### config.mk
export PLATFORM = sky130hd
export DESIGN_NAME = depth_frame_sequencer
export DESIGN_NICKNAME = d
export VERILOG_FILES = /design/src/rtl/depth_frame_sequencer.sv
export SDC_FILE = /design/constraint.sdc
export NUM_CORES = 1
export LEC_CHECK = 0
export CAP_MARGIN = 25
export CORE_MARGIN = 8
export CORE_UTILIZATION = 34
export DETAILED_ROUTE_END_ITERATION = 16
export GPL_TIMING_DRIVEN = 0
export PLACE_DENSITY_LB_ADDON = 0.2
export SYNTH_ARGS = -nofsm -noshare
export SYNTH_HDL_FRONTEND = slang
export SYNTH_SLANG_ARGS = --single-unit
### constraint.sdc
create_clock -name clk -period 1.75 [get_ports clk]
set_input_delay 0.35 -clock clk [delete_from_list [all_inputs] [get_ports clk]]
set_output_delay 0.35 -clock clk [all_outputs]
set_load 0.02 [all_outputs]
### src/rtl/depth_frame_sequencer.sv
// depth_frame_sequencer: sweeps a clear pass over the depth buffer, then forwards raster beats with depth test.
// Defining DEPTH_FRAME_PIXEL_COUNT_EN adds a saturating 32-bit accepted-beat counter on pixel_count.
module depth_frame_sequencer #(
  parameter int          FB_WIDTH    = 160,
  parameter int          FB_HEIGHT   = 120,
  parameter logic [31:0] CLEAR_DEPTH = 32'h7FFF_FFFF,
  parameter int          DB_LATENCY  = 3
) (
  input  logic        clk,
  input  logic        rst,
  input  logic        frame_start,
  input  logic [15:0] clear_color,
  input  logic        r_valid,
  output logic        r_ready,
  input  logic [15:0] r_color,
  input  logic [31:0] r_depth,
  input  logic [15:0] r_x,
  input  logic [15:0] r_y,
  input  logic        r_last,
  output logic        db_valid,
  output logic        db_compare_depth,
  output logic [15:0] db_color,
  output logic [31:0] db_depth,
  output logic [15:0] db_x,
  output logic [15:0] db_y,
  output logic        busy,
  output logic        clearing,
  output logic        frame_done
`ifdef DEPTH_FRAME_PIXEL_COUNT_EN
  ,
  output logic [31:0] pixel_count
`endif
);

  localparam int XW = (FB_WIDTH > 1) ? $clog2(FB_WIDTH) : 1;
  localparam int YW = (FB_HEIGHT > 1) ? $clog2(FB_HEIGHT) : 1;
  localparam int DW = (DB_LATENCY > 1) ? $clog2(DB_LATENCY + 1) : 1;
  localparam logic [XW-1:0] X_LAST     = XW'(FB_WIDTH - 1);
  localparam logic [YW-1:0] Y_LAST     = YW'(FB_HEIGHT - 1);
  localparam logic [DW-1:0] DRAIN_LAST = DW'(DB_LATENCY - 1);

  typedef enum logic [2:0] {IDLE, CLEAR, DRAW, DRAIN, DONE} state_t;

  state_t          state;
  state_t          state_next;
  logic [XW-1:0]   x_cnt;
  logic [YW-1:0]   y_cnt;
  logic [DW-1:0]   drain_cnt;
  logic            sweep_last;
  logic            drain_last;
  logic            accept;

  assign sweep_last = (x_cnt == X_LAST) && (y_cnt == Y_LAST);
  assign drain_last = (drain_cnt == DRAIN_LAST);
  assign accept     = r_valid && (state == DRAW);

  assign r_ready    = (state == DRAW);
  assign busy       = (state != IDLE);
  assign clearing   = (state == CLEAR);
  assign frame_done = (state == DONE);

  always_ff @(posedge clk) begin
    if (rst) state <= IDLE;
    else     state <= state_next;
  end

  always_comb begin
    state_next = state;
    case (state)
      IDLE:    if (frame_start) state_next = CLEAR;
      CLEAR:   if (sweep_last) state_next = DRAW;
      DRAW:    if (accept && r_last) state_next = DRAIN;
      DRAIN:   if (drain_last) state_next = DONE;
      DONE:    state_next = IDLE;
      default: state_next = IDLE;
    endcase
  end

  // Sweep counters wrap to (0,0) on the final clear coordinate so the next frame starts clean.
  always_ff @(posedge clk) begin
    if (rst) begin
      x_cnt <= '0;
      y_cnt <= '0;
    end else if (state == CLEAR) begin
      if (x_cnt == X_LAST) begin
        x_cnt <= '0;
        y_cnt <= (y_cnt == Y_LAST) ? '0 : y_cnt + 1'b1;
      end else begin
        x_cnt <= x_cnt + 1'b1;
      end
    end
  end

  always_ff @(posedge clk) begin
    if (rst || state != DRAIN) drain_cnt <= '0;
    else                       drain_cnt <= drain_cnt + 1'b1;
  end

  // The state alone selects the db source, so clear writes and raster beats can never collide.
  always_ff @(posedge clk) begin
    if (rst) begin
      db_valid         <= 1'b0;
      db_compare_depth <= 1'b0;
      db_color         <= '0;
      db_depth         <= '0;
      db_x             <= '0;
      db_y             <= '0;
    end else if (state == CLEAR) begin
      db_valid         <= 1'b1;
      db_compare_depth <= 1'b0;
      db_color         <= clear_color;
      db_depth         <= CLEAR_DEPTH;
      db_x             <= 16'(x_cnt);
      db_y             <= 16'(y_cnt);
    end else if (accept) begin
      db_valid         <= 1'b1;
      db_compare_depth <= 1'b1;
      db_color         <= r_color;
      db_depth         <= r_depth;
      db_x             <= r_x;
      db_y             <= r_y;
    end else begin
      db_valid         <= 1'b0;
      db_compare_depth <= 1'b0;
      db_color         <= '0;
      db_depth         <= '0;
      db_x             <= '0;
      db_y             <= '0;
    end
  end

`ifdef DEPTH_FRAME_PIXEL_COUNT_EN
  always_ff @(posedge clk) begin
    if (rst)                                pixel_count <= '0;
    else if (state == IDLE && frame_start)  pixel_count <= '0;
    else if (accept && pixel_count != '1)   pixel_count <= pixel_count + 1'b1;
  end
`endif

endmodule

# [Yosys cells after proc, flatten, opt, wreduce, memory -nomap -nowiden]
# Cells that the tools add are included.
[word_totals] regBits=102 latch_bits=0 ramBits=0 romBits=0 mem_count=0
[op_classes] n_addsub=3 multipliers=0 n_div=0 n_lt_le_gt_ge=0 n_eq_ne=12 shifts=0 mux=17 bitwise=1 reduce_logical=10
[ops] op="$mux 31" count=2
[ops] op="$mux 16" count=2
[ops] op="$mux 8" count=3
[ops] op="$mux 7" count=3
[ops] op="$mux 3" count=4
[ops] op="$pmux 3 s4" count=1
[ops] op="$add 8x1->8 const B" count=1
[ops] op="$eq 8x8->1 const B" count=1
[ops] op="$add 7x1->7 const B" count=1
[ops] op="$eq 7x7->1 const B" count=1
[ops] op="$eq 3x2->1 const B" count=2
[ops] op="$ne 2x1->1 const B" count=2
[ops] op="$ne 2x2->1 const B" count=2
[ops] op="$reduce_and 4->1" count=1
[ops] op="$eq 3x1->1 const B" count=1
[ops] op="$eq 3x3->1 const B" count=1
[ops] op="$logic_and 1x1->1" count=3
[ops] op="$logic_not 3->1" count=1
[ops] op="$ne 3x2->1 const B" count=1
[ops] op="$reduce_bool 3->1" count=1
[ops] op="$reduce_or 3->1" count=1
[ops] op="$add 2x1->2 const B" count=1
[ops] op="$eq 2x2->1 const B" count=1
[ops] op="$mux 1" count=2
[ops] op="other kinds (4)" count=4

# [Longest topological paths before layout]
# Gate-level depths: netlist of run 1.
[logic_depth] ltp_word=5 ltp_mapped=6 mapped_depth_nobuf=6

# [Worst setup path after synthesis of run 1]
# OpenSTA, ideal clock, no wires.
[synth_path] path_type="register -> output" from="register state[0]" to="output port clearing" arrival_ps=1305 required_ps=1400 setup_slack_ps=95 stages_incl_launch_ff=5 n_path_buf=2 cell_sequence="dfxtp_1 -> or3b_4 -> clkinv_2 -> buf_2 -> buf_2"
[synth_via] elab_chain_cells=1
[synth_lines] item="from (decl)" line_no="44" source="state_t state;"
[synth_lines] item="from (signal assigned)" line_no="64" source="else state <= state_next;"
[synth_lines] item="$eq 3x1->1" line_no="59" source="assign clearing = (state == CLEAR);"
[synth_lines] item="to (decl)" line_no="27" source="output logic clearing,"
# No other way between the ends.

# [Final worst setup path of run 1]
[layout_path] from="register state[2]" to="output port clearing"
# Same word-level chain as after synthesis.

==> results.toml, run 1 <==
[clock_network]
cts_made_buffers = 9
cts.sinks = 102
cts_tree = "yes"
root_buffer = "clkbuf_8"
worstSkewPairLatency_ns = 0.36
cts.htree.levels = 3
hold_buffers = 0
cts_buffer_depth = 2
clkSlewWorstSetupHoldPaths_ns = 0.09

[sta]
relSlewSlack = 0.664
hold_viol_final = 0
rsz0062_at_grt = "yes"
setup_ws_ns = -0.115
clock.fmax_ghz = 0.536
tns_ns = -0.155
min_period_ns = 1.87
period_share = 1.07
fin_worst_skew_ns = 0.0120
maxSlewViolCount = 0
setup_viol_count_final = 2
worstMarginPinSlew_ns = 0.504
whs_ns = 0.413

[logic_synthesis]
synthSimpleGateAreaFrac = 0.194
synth_area_leaders = "dfxtp_1 62%, a22o_1 8.2%, nor2_1 6.9%, and2_1 3.6%, a21o_1 1.6%"
synth_edf_count = 0
yosys_warnings = 0
synth_top_family_by_area = "simple AND/OR/NAND/NOR gates"
ys_async_sr_fraction = 0
synth_compound_area_frac = 0.131
yosys_register_bits = 102
synth_mux_area_frac = 0
syn-instance-count = 318
ys_seq_area_frac = 0.616
yosys.area_share.xor_xnor = 0.0185
synth_fa_ha_area_frac = 0.0113
avgSynthCellArea_um2 = 10.4
syn_area_um2 = 3320
synth_cell_types = 38
synth_top_cell_area_share = 0.616
synth_top_area_cell = "dfxtp_1"
synth_nets = 422
ys.flop_type = "dfxtp_1"

[route]
drt_iter0_drc = 125
ant_nets = 0
vias = 3053
routedWlPerCell_um = 16.1
wirelength_um = 10700
drt_pre_antenna_iters = 4
drc = 0
drt-vias-per-instance = 4.59

[placed_design]
place_inst = 636
port_buffers = 185
place_congestion = 0.809
dp.final_hpwl_um = 8340
dpl-instance-area_um2 = 5330

[finish]
design_area_um2 = 5820
diodes = 0
syn_to_final_growth_pct = 75.5
drive_gt1_frac = 0.137
instances_no_fill = 665
fillCellCount = 845
fin_nets = 631

[job]
maxCapViolCount = 0

[floorplan]
start_util = 0.344
die_h_um = 115
ios = 187
die_area_um2 = 13200
row_count = 36
coreArea_um2 = 9640
die_w_um = 115

[critical_path]
r2r_end = "x_cnt[7]"
cp_max_fo = 7
critPathLaunchType = "flop"
path_class = "reg -> out"
cp-startpoint = "state[2]"
reg2reg_depth = 5
rrSetupSlack_ns = -0.04
arrival_ns = 1.52
crit_path_end_kind = "output pin"
worstPathRequired_ns = 1.40
r2r_start = "state[2]"

[grt]
grt_max_degree = 19
antenna_found_initial = 0
track_usage = 0.151
grt_pass1_wl_um = 15400
first_global_vias = 2894
overflow = 0

[min_path]
hold_class = "reg -> reg"
hp-start = "drain_cnt[0]"
hold_end = "drain_cnt[0]"
min_path_cells = 1

[power_and_ir_drop]
ir_drop_mv = 0.508
leakage_uw = 0.00233
power.density_nw_per_um2 = 911

[run_status]
violations = "setup timing"
status = "finished, violations left"
==> how the worst max path moves through the flow <==
stage               end  slack, ns  cells past startpoint
2_1_floorplan  clearing        0.1                      4
3_3_place_gp   clearing      -0.66                      5
3_5_place_dp   clearing      -0.68                      5
4_1_cts        clearing      -0.19                      5
5_1_grt        clearing      -0.18                      5
6_report       clearing      -0.12                      5
==> Yosys cell counts (2+ instances only) <==
library cell	n
dfxtp_1	102
nor2_1	61
a22o_1	31
and2_1	19
nand2_1	11
clkbuf_1	9
nand3_1	9
a21oi_1	8
a21o_1	7
buf_2	7
inv_1	4
nor3_1	4
o31ai_1	4
xor2_1	4
ha_1	3
nand4_1	3
or4_1	3
xnor2_1	3
and3_1	2
buf_1	2
nand3b_1	2
nor4_1	2
o21ai_0	2
or3_1	2
==> flip-flops by register name (all words and copies together), names as in the netlist <==
signal            flops
db_color             16
db_compare_depth      1
db_depth             32
db_valid              1
db_x                 16
db_y                 16
drain_cnt             2
state                 3
x_cnt                 8
y_cnt                 7
==> layer usage <==
layer,wire length [um],up-vias,GRT usage
li1,-,1508,-
met1,4220,1395,0.165
met2,5250,134,0.261
met3,1040,16,0.0562
met4,211,0,0.0560
met5,0,-,0
==> layout by cell type (no fill, tap or decap), types with 3 or more instances in the layout <==
master,n
ha_1,3
o31ai_1,3
buf_4,15
clkbuf_8,10
clkbuf_4,3
nor2_1,58
a21oi_1,7
dfxtp_2,3
xor2_1,4
nand2_1,11
buf_2,3
nand3_1,9
nand4_1,3
a21o_1,7
clkdlybuf4s50_1,181
a22o_1,31
dfxtp_4,3
xnor2_1,3
inv_1,4
clkbuf_1,4
clkbuf_2,4
dfxtp_1,96
buf_6,4
and2_1,19
==> timing repair <==
item	4_1_cts	5_1_grt
pin swaps	1	5
resized for setup	42	32
buffers inserted	6	8
hold endpoints to repair	0	0
setup endpoints to repair	57	45
==> power breakdown <==
part           total, uW  internal [uW]  switching [uW]
Combinational       1220            664             558
Clock               1560            724             840
Sequential          2520           2470            45.2
Total               5300           3860            1440
==> cell families after synthesis <==
kind of cell	Yosys count
xor gates and xnor gates	7
adders and majority gates	3
DFF	102
buffers and inverters	23
and+or+nand+nor	127
AOI/OAI and AO/OA	56
==> worst max-delay path, stage by stage, from the launching register on <==
cell and delay [ns]:
dfxtp_4 0.35, or3b_4 0.42, clkinv_4 0.07, buf_8 0.10
buf_8 0.11, buf_6 0.11
==> per-stage QoR <==
stage | worst slack (ns) | util | total power, uW
floorplan | 0.0951 | - | 3040
global placement | -0.661 | 0.553 | 3640
detailed placement | -0.681 | 0.553 | 3650
CTS | -0.185 | 0.586 | 5280
global route | -0.177 | 0.604 | 5570
finish | -0.115 | 0.604 | 5300
==> final cells by class <==
class	instances	area [um^2]	share of cell area
inverter	5	23.8	0.00408
multi-input combinational	193	1290	0.221
timing repair buffer	199	1950	0.335
sequential	102	2060	0.353
clock inverter	6	75.1	0.0129
tap	133	166	0.0286
clock buffer	10	138	0.0236
buffer	17	123	0.0211
Power figures use the tool's default switching activity.
==> inputs of run 2 (changes only) <==
--- a/config.mk
+++ b/config.mk
@@ -6,8 +6,10 @@
 export NUM_CORES = 1
 export LEC_CHECK = 0
 export CAP_MARGIN = 25
+export CELL_PAD_IN_SITES_DETAIL_PLACEMENT = 0
+export CELL_PAD_IN_SITES_GLOBAL_PLACEMENT = 1
 export CORE_MARGIN = 8
-export CORE_UTILIZATION = 34
+export CORE_UTILIZATION = 25
 export DETAILED_ROUTE_END_ITERATION = 16
 export GPL_TIMING_DRIVEN = 0
 export PLACE_DENSITY_LB_ADDON = 0.2
==> run 2 against run 1 <==
The run still ends with setup timing left. Critical path depth unchanged. Sequential share of layout area down 1.1 points. Die area up 31%. Global-route usage down 2.1 points. First-iteration DRC count down 24%. Via count down 1.0%. Critical path type unchanged.
==> results.toml, run 2 (synthesis results as in run 1) <==
[sta]
rsz0062_at_grt = "yes"
worstMarginPinSlew_ns = 0.474
maxSlewViolCount = 0
period_share = 1.05
tns_ns = -0.143
min_period_ns = 1.84
setup_ws_ns = -0.0887
clock.fmax_ghz = 0.544
hold_viol_final = 0
setup_viol_count_final = 2
fin_worst_skew_ns = 0.00599
whs_ns = 0.417
relSlewSlack = 0.684

[floorplan]
die_area_um2 = 17200
ios = 187
die_h_um = 131
start_util = 0.253
coreArea_um2 = 13100
row_count = 42
die_w_um = 131

[finish]
multi_input_area_um2 = 1260
design_area_um2 = 6010
syn_to_final_growth_pct = 81.3
diodes = 0
fin_nets = 631
largest_register = "db_depth"
drive_gt1_frac = 0.141
seq_area_um2 = 2060
mostFrequentLayoutCell = "clkdlybuf4s50_1"
fillCellCount = 1248
largest_reg_flops = 32
layout_common_cells = "181 x clkdlybuf4s50_1, 95 x dfxtp_1, 59 x nor2_1"
instances_no_fill = 708

[placed_design]
port_buffers = 185
place_inst = 679
dpl-instance-area_um2 = 5390
place_congestion = 0.778
dp.final_hpwl_um = 8580

[critical_path]
crit_path_end_kind = "output pin"
path_class = "reg -> out"
rrSetupSlack_ns = -0.05
worstPathRequired_ns = 1.40
cp_max_fo = 7
critPathLaunchType = "flop"
arrival_ns = 1.49

[run_status]
violations = "setup timing"
status = "finished, violations left"

[power_and_ir_drop]
p_comb_frac = 0.193
pwr-share-seq = 0.406
p_sw_frac = 0.234
p_int_uw = 4750
ir_drop_mv = 0.408
p_clk_frac = 0.401
p_sw_uw = 1450
power.density_nw_per_um2 = 1030
leakage_uw = 0.00236

[grt]
first_global_vias = 3059
overflow = 0
grt_max_degree = 17
grt_pass1_wl_um = 17500
track_usage = 0.129
antenna_found_initial = 0

[clock_network]
cts_tree = "yes"
clkSlewWorstSetupHoldPaths_ns = 0.07
hold_buffers = 0
cts_made_buffers = 9
cts_buffer_depth = 2
worstSkewPairLatency_ns = 0.35
cts.htree.levels = 3
root_buffer = "clkbuf_16"
cts.sinks = 102

[job]
maxCapViolCount = 0

[min_path]
hold_class = "reg -> reg"

[route]
ant_nets = 0
vias = 3021
routedWlPerCell_um = 15.9
drt_iter0_drc = 95
drt_pre_antenna_iters = 4
drc = 0
drt-vias-per-instance = 4.27
wirelength_um = 11300
run 2: per-layer routing:
layer	GRT usage	vias to the layer above	routed length, um
met2	0.214	103	5570
met3	0.0431	15	872
met4	0.0587	0	271
met5	0	-	0
met1	0.149	1396	4560
li1	-	1507	-
run 2: power groups by stage:
stage | Clock (uW) | Sequential (uW) | Combinational [uW]
after detailed placement | 0 | 2580 | 1080
final | 2480 | 2520 | 1200
after floorplan | 0 | 2750 | 297
after CTS | 2570 | 2520 | 1170
after global placement | 0 | 2580 | 1080
after global routing | 2670 | 2530 | 1280
run 2: final cells by class:
type | count | area share
flip-flops and latches | 102 | 0.342
well taps | 176 | 0.0366
repair buffers | 199 | 0.326
multi-input cells | 193 | 0.209
clock buffers | 11 | 0.0420
plain buffers | 17 | 0.0187
inverters | 5 | 0.00395
clock inverters | 5 | 0.0214
run 2: what timing repair did:
action,CTS,global route
gates resized for setup,47,19
buffers inserted,6,8
pin swaps,6,1
endpoints found under the setup margin,62,50
endpoints found under the hold margin,0,0
run 2: worst paths after layout:
path                     start            to  depth (start not counted)
setup / recovery      state[2]      clearing                          5
hold / removal    drain_cnt[0]  drain_cnt[0]                          1
setup reg to reg      state[2]      x_cnt[7]                          4
hold reg to reg   drain_cnt[0]  drain_cnt[0]                          1
run 2: per-stage QoR:
step           worst slack (ns)  total power [uW]  utilization
2_1_floorplan            0.0951              3040            -
3_3_place_gp             -0.719              3650        0.412
3_5_place_dp             -0.712              3660        0.412
4_1_cts                  -0.183              6250        0.451
5_1_grt                  -0.139              6490        0.459
6_report                -0.0887              6200        0.459
run 2: worst max-delay path, cell delays in order, from the launching register on:
cell and delay (ns):
dfxtp_2 0.35, or3b_4 0.40, clkinv_4 0.07, buf_8 0.11, buf_8 0.10, buf_6 0.11
==> inputs of run 3 (changes only) <==
--- a/config.mk
+++ b/config.mk
@@ -5,10 +5,11 @@
 export SDC_FILE = /design/constraint.sdc
 export NUM_CORES = 1
 export LEC_CHECK = 0
+export ABC_AREA = 1
 export CAP_MARGIN = 25
 export CELL_PAD_IN_SITES_DETAIL_PLACEMENT = 0
 export CELL_PAD_IN_SITES_GLOBAL_PLACEMENT = 1
-export CORE_MARGIN = 8
+export CORE_MARGIN = 4
 export CORE_UTILIZATION = 25
 export DETAILED_ROUTE_END_ITERATION = 16
 export GPL_TIMING_DRIVEN = 0
==> run 3 against run 2 <==
The flow now finishes without violations. First-iteration DRC count up 24%. Setup slack better by 0.16 ns. Flip-flop and latch count unchanged. Fmax up 9.5%. Critical path type unchanged. Register-to-register slack better by 0.24 ns. Core utilization down 2.4 points. Final area up 1.3%.
==> results.toml, run 3 <==
[route]
routedWlPerCell_um = 14.9
drt_pre_antenna_iters = 4
drc = 0
vias = 3264
ant_nets = 0
drt_iter0_drc = 118
drt-vias-per-instance = 4.21
wirelength_um = 11500

[logic_synthesis]
synth_area_leaders = "dfxtp_1 57%, o21a_1 6.5%, a32o_1 5.9%, nand2_1 5.6%, inv_1 4.7%"
syn_area_um2 = 3590
yosys.area_share.xor_xnor = 0.00731
synth_top_family_by_area = "simple AND/OR/NAND/NOR gates"
ys.flop_type = "dfxtp_1"
synth_top_cell_area_share = 0.568
synth_nets = 488
yosys_warnings = 0
synth_compound_area_frac = 0.160
synthSimpleGateAreaFrac = 0.164
synth_mux_area_frac = 0
yosysMostFrequentCell = "dfxtp_1"
yosys_register_bits = 102
synth_fa_ha_area_frac = 0.0104
synth_top_area_cell = "dfxtp_1"
syn-instance-count = 384
yosys-top-cells-count = "102 x dfxtp_1, 54 x nand2_1, 45 x inv_1"
ys_seq_area_frac = 0.568
synth_cell_types = 27
ys_async_sr_fraction = 0
synth_edf_count = 0
avgSynthCellArea_um2 = 9.35

[critical_path]
path_class = "reg -> out"
crit_path_end_kind = "output pin"
worst-path-buf-inv = 2
crit_chain = "nor2_2, nand2_2, inv_1, clkdlybuf4s15_2"
crit_family = "flip-flops"
worstSetupEndpoint = "r_ready"
critPathLaunchType = "flop"
slowest_stage = "dfxtp_1"
worst-path-stages = 4
cp_max_fo = 4
cp-startpoint = "state[2]"
r2r_start = "y_cnt[0]"
arrival_ns = 1.33
reg2reg_depth = 8
cpPeakStageDelay_ns = 0.36
r2r_end = "state[0]"
rrSetupSlack_ns = 0.19
worstPathRequired_ns = 1.40

[grt]
antenna_found_initial = 0
grt_pass1_wl_um = 17500
overflow = 0
first_global_vias = 3284
track_usage = 0.138
grt_max_degree = 18

[floorplan]
coreArea_um2 = 14000
die_area_um2 = 16400
die_h_um = 128
die_w_um = 128
start_util = 0.257
row_count = 43
ios = 187

[sta]
worstMarginPinSlew_ns = 0.597
rsz0062_at_grt = "yes"
min_period_ns = 1.68
relSlewSlack = 0.602
hold_viol_final = 0
tns_ns = 0
whs_ns = 0.434
maxSlewViolCount = 0
fin_worst_skew_ns = 0.00552
clock.fmax_ghz = 0.596
setup_viol_count_final = 0
period_share = 0.960

[finish]
diodes = 0
drive_gt1_frac = 0.103
fillCellCount = 1358
largest_register = "db_depth"
largest_reg_flops = 32
layout_common_cells = "182 x clkdlybuf4s50_1, 100 x dfxtp_1, 54 x nand2_1"
mostFrequentLayoutCell = "clkdlybuf4s50_1"
syn_to_final_growth_pct = 69.6
fin_nets = 694

[run_status]
status = "finished, final reports clean"

[clock_network]
clkSlewWorstSetupHoldPaths_ns = 0.07
root_buffer = "clkbuf_16"
hold_buffers = 0
cts_made_buffers = 9
cts.sinks = 102
cts_buffer_depth = 2
worstSkewPairLatency_ns = 0.35
cts.htree.levels = 3
cts_tree = "yes"

[placed_design]
place_congestion = 0.820
dp.final_hpwl_um = 8960
port_buffers = 186

[power_and_ir_drop]
ir_drop_mv = 0.582
leakage_uw = 0.00243
power.density_nw_per_um2 = 1210

[min_path]
hold_class = "reg -> reg"
min_path_cells = 1

[job]
maxCapViolCount = 0
==> run 3: cell count changes after synthesis, moves of 4 or more <==
cell      delta
a21o_1       -7
a22o_1      -31
a32o_1      +21
and2_1      -19
buf_6        +7
clkbuf_1     -7
inv_1       +41
nand2_1     +43
nand3_1     +11
nor2_1      -22
o21a_1      +30
o21ai_0     +11
o31ai_1      -4
==> run 3: per-stage QoR <==
stage | worst slack, ns | total power (uW) | instances | area [um^2] | util
3_3_place_gp | -0.310 | 5150 | 750 | 5680 | 0.406
2_1_floorplan | 0.431 | 4040 | 384 | 3590 | -
5_1_grt | -0.0233 | 7790 | 775 | 6090 | 0.435
4_1_cts | -0.144 | 7410 | 766 | 6010 | 0.430
3_5_place_dp | -0.295 | 5180 | 750 | 5680 | 0.406
6_report | 0.0708 | 7400 | 775 | 6090 | 0.435
==> run 3: worst register-to-register path, cell delays in order (launching register included) <==
cell and delay [ns]:
dfxtp_1 0.44, ha_1 0.29, nand3_1 0.12, nor2_2 0.19
nand2_1 0.09, nand2_2 0.08, nand2_1 0.08, o21ai_1 0.13
inv_1 0.05
==> run 3: per-layer routing <==
layer / vias to the layer above / wire length [um] / part of all wire / global-route usage
met5: - / 0 / 0 / 0
met2: 126 / 5400 / 0.47 / 0.232
met4: 0 / 274 / 0.024 / 0.0649
li1: 1667 / - / - / -
met1: 1453 / 5080 / 0.44 / 0.168
met3: 18 / 777 / 0.067 / 0.0304
==> run 3: power by group <==
| part | switching, uW | internal, uW | total, uW |
|---|---|---|---|
| clock | 913 | 1260 | 2180 |
| sequential | 117 | 2660 | 2780 |
| combinational | 1230 | 1210 | 2450 |
==> run 3: worst min path at each step <==
stage / start / slack, ns / end
floorplan: drain_cnt[0] / 0.40 / drain_cnt[0]
global placement: drain_cnt[0] / 0.41 / drain_cnt[0]
detailed placement: drain_cnt[0] / 0.41 / drain_cnt[0]
CTS: drain_cnt[0] / 0.43 / drain_cnt[0]
global route: drain_cnt[0] / 0.48 / drain_cnt[0]
finish: drain_cnt[0] / 0.43 / drain_cnt[0]
==> run 3: what timing repair did <==
item / in CTS / in global routing
setup buffers: 0 / 10
gates resized for setup: 15 / 10
endpoints found under the setup margin: 4 / 17
pin swaps: 0 / 2
==> run 3: kinds of logic after synthesis <==
group,Yosys count
buffers and inverters,67
and+or+nand+nor,131
AOI/OAI and AO/OA,78
DFF,102
xor gates and xnor gates,3
adders and majority gates,3
==> run 3: cell type report <==
type / count / area, um^2 / area share
Buffer: 17 / 128 / 0.0210
Timing Repair Buffer: 196 / 1940 / 0.318
Sequential cell: 102 / 2050 / 0.336
Multi-Input combinational cell: 215 / 1230 / 0.202
Clock inverter: 6 / 93.8 / 0.0154
Clock buffer: 10 / 229 / 0.0376
Tap cell: 180 / 225 / 0.0370
Inverter: 49 / 199 / 0.0327
